--- src/rtl/smem_mem_req_arb_pkg.sv ---
// Shared constants, tag layout and FSM encoding for the forward/backward
// memory request arbiter.
package smem_mem_req_arb_pkg;

  localparam int SMEM_ADDR_W     = 42;
  localparam int SMEM_READ_NUM_W = 9;

  // Tag layout is {src, kl, read_num}; src sits above kl, both above read_num.
  function automatic int tag_src_bit(input int read_num_w);
    return read_num_w + 1;
  endfunction

  function automatic int tag_kl_bit(input int read_num_w);
    return read_num_w;
  endfunction

  typedef enum logic {
    SRC_F = 1'b0,
    SRC_B = 1'b1
  } src_e;

  typedef enum logic [1:0] {
    ST_IDLE   = 2'd0,
    ST_SEND_K = 2'd1,
    ST_SEND_L = 2'd2
  } arb_state_e;

endpackage

--- src/rtl/smem_req_fifo.sv ---
// Per-requester request FIFO; a push into a full FIFO is accepted only if
// the same FIFO pops that cycle, otherwise it is dropped and flagged.
module smem_req_fifo #(
  parameter int WIDTH = 8,
  parameter int DEPTH = 4,
  localparam int PTR_W = $clog2(DEPTH),
  localparam int CNT_W = PTR_W + 1
) (
  input  logic             clk,
  input  logic             rst,
  input  logic             push_i,
  input  logic [WIDTH-1:0] data_i,
  input  logic             pop_i,
  output logic [WIDTH-1:0] head_o,
  output logic [CNT_W-1:0] count_o,
  output logic             full_o,
  output logic             empty_o,
  output logic             drop_o
);

  logic [WIDTH-1:0] mem_q [DEPTH];
  logic [PTR_W-1:0] wr_ptr_q, rd_ptr_q;
  logic [CNT_W-1:0] count_q;
  logic             push_ok, pop_ok;

  assign full_o  = (count_q == CNT_W'(DEPTH));
  assign empty_o = (count_q == '0);
  assign pop_ok  = pop_i && !empty_o;
  assign push_ok = push_i && (!full_o || pop_ok);
  assign drop_o  = push_i && !push_ok;
  assign head_o  = mem_q[rd_ptr_q];
  assign count_o = count_q;

  // NOTE: sequential state uses non-blocking assignments so every register
  // samples pre-edge values regardless of statement order.
  always_ff @(posedge clk) begin
    if (!rst) begin
      wr_ptr_q <= '0;
      rd_ptr_q <= '0;
      count_q  <= '0;
    end else begin
      if (push_ok) wr_ptr_q <= wr_ptr_q + PTR_W'(1);
      if (pop_ok)  rd_ptr_q <= rd_ptr_q + PTR_W'(1);
      case ({push_ok, pop_ok})
        2'b10:   count_q <= count_q + CNT_W'(1);
        2'b01:   count_q <= count_q - CNT_W'(1);
        default: count_q <= count_q;
      endcase
    end
  end

  // NOTE: storage is deliberately left out of reset; count and pointers
  // alone define which entries are valid.
  always_ff @(posedge clk) begin
    if (push_ok) mem_q[wr_ptr_q] <= data_i;
  end

endmodule

--- src/rtl/smem_mem_req_arb.sv ---
// Arbitrates forward and backward occurrence requests onto one memory port,
// issuing each request as a k beat followed by an l beat.
module smem_mem_req_arb
  import smem_mem_req_arb_pkg::*;
#(
  parameter int DEPTH          = 4,
  parameter int ADDR_W         = SMEM_ADDR_W,
  parameter int READ_NUM_WIDTH = SMEM_READ_NUM_W
) (
  input  logic                      clk,
  input  logic                      rst,
  input  logic                      f_req_valid,
  input  logic [ADDR_W-1:0]         f_addr_k,
  input  logic [ADDR_W-1:0]         f_addr_l,
  input  logic [READ_NUM_WIDTH-1:0] f_read_num,
  input  logic                      b_req_valid,
  input  logic [ADDR_W-1:0]         b_addr_k,
  input  logic [ADDR_W-1:0]         b_addr_l,
  input  logic [READ_NUM_WIDTH-1:0] b_read_num,
  output logic                      mem_valid,
  input  logic                      mem_ready,
  output logic [ADDR_W-1:0]         mem_addr,
  output logic [READ_NUM_WIDTH+1:0] mem_tag,
  output logic                      stall,
  output logic                      overflow
);

  localparam int ENTRY_W = 2 * ADDR_W + READ_NUM_WIDTH;
  localparam int CNT_W   = $clog2(DEPTH) + 1;
  localparam int TAG_SRC = tag_src_bit(READ_NUM_WIDTH);
  localparam int TAG_KL  = tag_kl_bit(READ_NUM_WIDTH);

  arb_state_e         state_q, state_d;
  src_e               grant_q, grant_d;
  logic               overflow_q;
  logic               pop_f, pop_b;
  logic               empty_f, empty_b, full_f, full_b, drop_f, drop_b;
  logic [CNT_W-1:0]   count_f, count_b;
  logic [ENTRY_W-1:0] head_f, head_b, head;
  logic               ne_f_after, ne_b_after;

  smem_req_fifo #(.WIDTH(ENTRY_W), .DEPTH(DEPTH)) u_fifo_f (
    .clk     (clk),
    .rst     (rst),
    .push_i  (f_req_valid),
    .data_i  ({f_addr_k, f_addr_l, f_read_num}),
    .pop_i   (pop_f),
    .head_o  (head_f),
    .count_o (count_f),
    .full_o  (full_f),
    .empty_o (empty_f),
    .drop_o  (drop_f)
  );

  smem_req_fifo #(.WIDTH(ENTRY_W), .DEPTH(DEPTH)) u_fifo_b (
    .clk     (clk),
    .rst     (rst),
    .push_i  (b_req_valid),
    .data_i  ({b_addr_k, b_addr_l, b_read_num}),
    .pop_i   (pop_b),
    .head_o  (head_b),
    .count_o (count_b),
    .full_o  (full_b),
    .empty_o (empty_b),
    .drop_o  (drop_b)
  );

  // Round-robin by request: on a tie the source not granted last wins.
  function automatic src_e pick(input logic ne_f, input logic ne_b, input src_e last);
    if (ne_f && ne_b) return (last == SRC_F) ? SRC_B : SRC_F;
    return ne_f ? SRC_F : SRC_B;
  endfunction

  // Occupancy once the granted head leaves; same-cycle pushes are not counted.
  assign ne_f_after = (grant_q == SRC_F) ? (count_f > CNT_W'(1)) : !empty_f;
  assign ne_b_after = (grant_q == SRC_B) ? (count_b > CNT_W'(1)) : !empty_b;

  // NOTE: every combinational output gets a default first so no path can
  // leave it unassigned and infer a latch.
  always_comb begin
    state_d = state_q;
    grant_d = grant_q;
    pop_f   = 1'b0;
    pop_b   = 1'b0;
    case (state_q)
      ST_IDLE: begin
        if (!empty_f || !empty_b) begin
          grant_d = pick(!empty_f, !empty_b, grant_q);
          state_d = ST_SEND_K;
        end
      end
      ST_SEND_K: begin
        if (mem_ready) state_d = ST_SEND_L;
      end
      ST_SEND_L: begin
        if (mem_ready) begin
          pop_f = (grant_q == SRC_F);
          pop_b = (grant_q == SRC_B);
          if (ne_f_after || ne_b_after) begin
            grant_d = pick(ne_f_after, ne_b_after, grant_q);
            state_d = ST_SEND_K;
          end else begin
            state_d = ST_IDLE;
          end
        end
      end
      default: state_d = ST_IDLE;
    endcase
  end

  always_ff @(posedge clk) begin
    if (!rst) begin
      state_q    <= ST_IDLE;
      grant_q    <= SRC_B;
      overflow_q <= 1'b0;
    end else begin
      state_q    <= state_d;
      grant_q    <= grant_d;
      overflow_q <= overflow_q | drop_f | drop_b;
    end
  end

  assign head      = (grant_q == SRC_B) ? head_b : head_f;
  assign mem_valid = (state_q == ST_SEND_K) || (state_q == ST_SEND_L);
  assign mem_addr  = (state_q == ST_SEND_L) ? head[READ_NUM_WIDTH +: ADDR_W]
                                            : head[ENTRY_W-1 -: ADDR_W];
  assign stall     = (count_f >= CNT_W'(DEPTH - 1)) || (count_b >= CNT_W'(DEPTH - 1));
  assign overflow  = overflow_q;

  always_comb begin
    mem_tag                       = '0;
    mem_tag[TAG_SRC]              = grant_q;
    mem_tag[TAG_KL]               = (state_q == ST_SEND_L);
    mem_tag[READ_NUM_WIDTH-1:0]   = head[READ_NUM_WIDTH-1:0];
  end

endmodule

--- config.mk ---
export PLATFORM = sky130hd
export DESIGN_NAME = smem_mem_req_arb
export DESIGN_NICKNAME = d
export VERILOG_FILES = /design/src/rtl/smem_mem_req_arb_pkg.sv /design/src/rtl/smem_req_fifo.sv /design/src/rtl/smem_mem_req_arb.sv
export SDC_FILE = /design/constraint.sdc
export NUM_CORES = 1
export LEC_CHECK = 0
export CORE_MARGIN = 2
export CORE_UTILIZATION = 42
export CTS_CLUSTER_DIAMETER = 40
export DETAILED_ROUTE_END_ITERATION = 12
export SLEW_MARGIN = 20
export SYNTH_ARGS = -nofsm -noshare
export SYNTH_HDL_FRONTEND = slang
export SYNTH_SLANG_ARGS = --single-unit
--- constraint.sdc ---
create_clock -name clk -period 4 [get_ports clk]
set_input_delay 0.8 -clock clk [delete_from_list [all_inputs] [get_ports clk]]
set_output_delay 0.8 -clock clk [all_outputs]
set_load 0.02 [all_outputs]
==> metrics list <==
- Status: finished clean
* R2r endpoint: u_fifo_f.mem_q[2][37]
- Aggregate global-route resource usage: approximately a fifth
- Clock tree synthesis inserted a total of ~110 buffers.
- Cell area after technology mapping: 29,100 µm²
* Yosys synthesis warning count: 0
- Synthesized-area fraction occupied by ao, oa, aoi and oai cells: approximately 2.4%
* Fmax achieved: 0.258 GHz
* Cell-by-cell trace of the critical path: inv_1, ha_4, buf_4, mux4_2, o22ai_1, nor2_1, clkdlybuf4s50_1
- Subtracting the final worst setup slack from the clock period gives roughly 3900 ps.
- Setup violations remaining at the end of the flow were counted as 0.
- For the pin with the worst max-slew slack, the measured transition is around 690 ps.
* Total number of H-tree levels: 3
- Wirelength, routed: between 60 and 70 mm
- Die width: 267 µm
- Arrival time at the worst endpoint: between 3000 and 4000 ps
- Pin count of the biggest net entering global routing: 57
- Critical R2R Launch: state_q[0]
- The routed layout has ~14,000 vias.
* Average vias per placed instance: ~5.3
- Count of nets after finishing: between 1,500 and 2,000
- Worst min-delay path endpoint: state_q[0]
- Top cells by area, synth: sky130_fd_sc_hd__edfxtp_1 (77%), sky130_fd_sc_hd__mux4_2 (14%), sky130_fd_sc_hd__dfxtp_1 (1.5%)
- The die is 267 µm tall.
- CTS placed an instance of sky130_fd_sc_hd__clkbuf_16 at the clock tree root.
- Global-route wire length before repair: between 90 and 100 mm
- Highest-delay cell along the critical path: sky130_fd_sc_hd__clkdlybuf4s50_1
* Clock latency of the later-clocked register in the worst-skew pair: 690 ps
- Relative to the synthesized area, the layout overhead comes to 26.7%.
* Post-synth EDFFs: about 740
* Xor and xnor fraction of the mapped netlist area: less than 1%
- TritonCTS clock tree: yes
* Number of buffers added to fix hold violations after cts: 0
- Cell accounting for the most synthesized area: sky130_fd_sc_hd__edfxtp_1
- Core region area: approximately 69,000 µm²
* Start-to-end type of the worst setup path: reg -> out
- Number of library cell types mapped by synthesis: 42
- FF-to-FF setup slack: around 1200 ps
- Fill cells in the final layout number between 5,000 and 6,000.
* Num ports: 247
- Measured in cells, the most critical reg-to-reg path has a length of 8.
- For this design, the sink count on the clock tree is ~770.
- Starting Density: a little over two fifths
* Ratio of total power to cell area: 590 nW/µm²
* Sort of element at the end of the critical path: output port
- Setup skew after layout: between 40 and 50 ps
* Vias in the first global route: around 15,000
- In the routed design, unresolved DRC markers number 0.
- The clock passes through at most 3 buffers.
* GP Congestion: roughly 0.74
- The share of synthesized area in the top cell type comes to 76.7%.
- Endpoints failing hold: 0
- The initialized floorplan defines 96 standard-cell rows.
- In this run the worst hold path is classified as reg -> reg.
* Number of antenna violations at the first check in global routing: 13
- Area occupied by multi-input gates: about 6000 µm²
* Post-synthesis sequential area ratio: about four fifths
- Commonest cells in the synthesized netlist: sky130_fd_sc_hd__edfxtp_1 (744), sky130_fd_sc_hd__mux4_2 (186), sky130_fd_sc_hd__o22ai_1 (58), sky130_fd_sc_hd__nor2_1 (37), sky130_fd_sc_hd__a22oi_1 (28)
* Layout cells sized above 1: around a quarter
* Worst Hold Launch: state_q[0]
- Counting instances, the worst hold path has a depth of 2.
* Final-layout setup total negative slack: 0 ps
- Number of max-cap violations: 0
* Headroom to the max-slew limit: 54.0%
- Area of all sequential standard cells: between 20,000 and 25,000 µm²
* Iteration-0 DRC Markers: around 1,200
* Routed length per placed instance: 25.3 µm
- Largest voltage drop on the vdd net: roughly 400 µV
- Congestion Overflow GR: 0
* Share of synthesized flip-flops with an asynchronous set or reset: 0%
- Mux contribution to synthesized area: 14.9%
- In this run the mean area of a mapped cell was roughly 23 µm².
* Post-Syn Instances: roughly 1,300
- Data on the critical path is required at its endpoint by between 3000 and 4000 ps.
- Crit start category: flip-flop
- Simple-gate area share of the yosys netlist: ~1.7%
- Drt first pass iters: 4
- Combinational family with the most area after synthesis: multiplexers
* Antenna viol nets, final: 0
* Post-synth net total: approximately 1,500
- Ys flop type: sky130_fd_sc_hd__edfxtp_1
- Library cell with the highest instance count after synthesis: sky130_fd_sc_hd__edfxtp_1
* Adder and majority cell fraction of the synthesized area: roughly 1.0%
- The final max-slew violation count came to 0.
- Largest stage delay on the critical path: around 580 ps
- After clock tree synthesis, the clock-pin slew on the worst setup and hold paths is around 50 ps.
* Sum of internal, switching and leakage power: ~22,000 µW
* Number of port buffers: roughly 250
- CP max FO: 7
- Period utilization: 96.9%
- Once detailed placement completed, the half-perimeter wirelength came to around 42 mm.
* Register bit total from synthesis: 766
- The die covers about 70,000 µm².
- Setup repair after global routing left no endpoint under its margin.
- In this run the static leakage power is ~0.012 µW.
[placed cells by master, fill, tap and decap left out, types with 3 or more instances in the layout]
master and n:
sky130_fd_sc_hd__inv_8 4, sky130_fd_sc_hd__inv_6 14, sky130_fd_sc_hd__nand2b_1 4, sky130_fd_sc_hd__xor2_1 3
sky130_fd_sc_hd__clkinvlp_4 5, sky130_fd_sc_hd__xnor2_1 7, sky130_fd_sc_hd__clkinv_4 9, sky130_fd_sc_hd__ha_1 23
sky130_fd_sc_hd__nor2_1 37, sky130_fd_sc_hd__a22oi_1 28, sky130_fd_sc_hd__o22ai_1 52, sky130_fd_sc_hd__a21oi_1 3
sky130_fd_sc_hd__clkbuf_16 107, sky130_fd_sc_hd__inv_1 18, sky130_fd_sc_hd__and2_1 15, sky130_fd_sc_hd__o21ai_0 3
sky130_fd_sc_hd__clkinv_2 19, sky130_fd_sc_hd__nand2_1 20, sky130_fd_sc_hd__clkinv_1 8, sky130_fd_sc_hd__bufinv_16 13
sky130_fd_sc_hd__clkinv_16 4, sky130_fd_sc_hd__nor2b_1 6, sky130_fd_sc_hd__dfxtp_1 18, sky130_fd_sc_hd__buf_4 39
sky130_fd_sc_hd__o22ai_2 6, sky130_fd_sc_hd__mux4_2 186, sky130_fd_sc_hd__and2_4 8, sky130_fd_sc_hd__buf_12 18
sky130_fd_sc_hd__clkdlybuf4s50_1 244, sky130_fd_sc_hd__clkbuf_1 9, sky130_fd_sc_hd__mux2i_1 5, sky130_fd_sc_hd__diode_2 7
sky130_fd_sc_hd__edfxtp_1 744, sky130_fd_sc_hd__mux2_2 10
[final cells by class]
cell class	instances	share of cell area [%]
diodes	7	0.0474
well taps	931	3.16
flip-flops and latches	766	61.7
inverters	18	0.183
multi-input cells	440	16.3
repair buffers	305	8.60
clock inverters	79	2.63
clock buffers	116	7.34
[layer usage]
layer | GRT usage [%] | vias to the layer above | part of all wire [%]
met3 | 4.55 | 116 | 6.0
met5 | 0 | - | 0.10
met1 | 25.9 | 7505 | 42
li1 | - | 6171 | -
met4 | 6.09 | 10 | 2.1
met2 | 30.7 | 413 | 49
[report_power, final]
group	leakage [µW]	internal [µW]	total [µW]	switching (µW)
Combinational	0.00307	1330	2960	1630
Clock	0.00179	5840	9460	3610
Sequential	0.00701	9260	9370	107
[critical path, delay by kind of cell (launching register included)]
family	cells	cell delay [ps]
flip-flops	1	350
adder cells (fa/ha/maj)	1	270
AND/OR/NAND/NOR	1	140
AO/OA/AOI/OAI	1	460
multiplexers	1	290
buffers and inverters	3	910
[metrics by stage]
stage,util [%],hold WS (ps),area (µm²),setup slack [ps],instances
floorplan,-,498,29100,43.2,1285
global placement,48.2,529,33100,503,2453
detailed placement,48.2,541,33100,429,2453
CTS,53.7,548,36900,1.10,2655
global route,53.8,594,36900,24.7,2659
finish,53.8,545,36900,125,2662
[flip-flops by register name (all words and copies together), names as in the netlist, named ones only]
signal / flops
u_fifo_b.mem_q: 372
u_fifo_f.mem_q: 372
u_fifo_b.count_o: 3
u_fifo_f.count_o: 3
state_q: 2
u_fifo_b.rd_ptr_q: 2
u_fifo_b.wr_ptr_q: 2
u_fifo_f.rd_ptr_q: 2
u_fifo_f.wr_ptr_q: 2
grant_q: 1
overflow: 1
[worst max-delay path by stage]
| stage | end | slack (ps) | from |
|---|---|---|---|
| floorplan | u_fifo_b.mem_q[2][0] | 40 | mem_ready |
| global placement | mem_addr[24] | 500 | state_q[0] |
| detailed placement | mem_addr[24] | 430 | state_q[0] |
| CTS | mem_addr[5] | 1 | flip-flop |
| global route | mem_addr[35] | 20 | state_q[0] |
| finish | mem_addr[35] | 130 | state_q[0] |
[kinds of logic (layout without fill, tap and decap cells)]
logic type	after synthesis	in the layout
mux	201	201
flops	766	766
fa+ha+maj	24	24
simple gates	101	101
buf+inv	79	518
other cells	0	7
xor+xnor	10	10
compound gates	104	104
[timing repair]
item                                    in CTS  in global routing
endpoints found under the setup margin      35                  5
cloned                                       0                  0
gates resized for setup                      2                  8
pin swaps                                    0                  0
setup buffers                                7                  0
(Power assumes the default switching activity.)
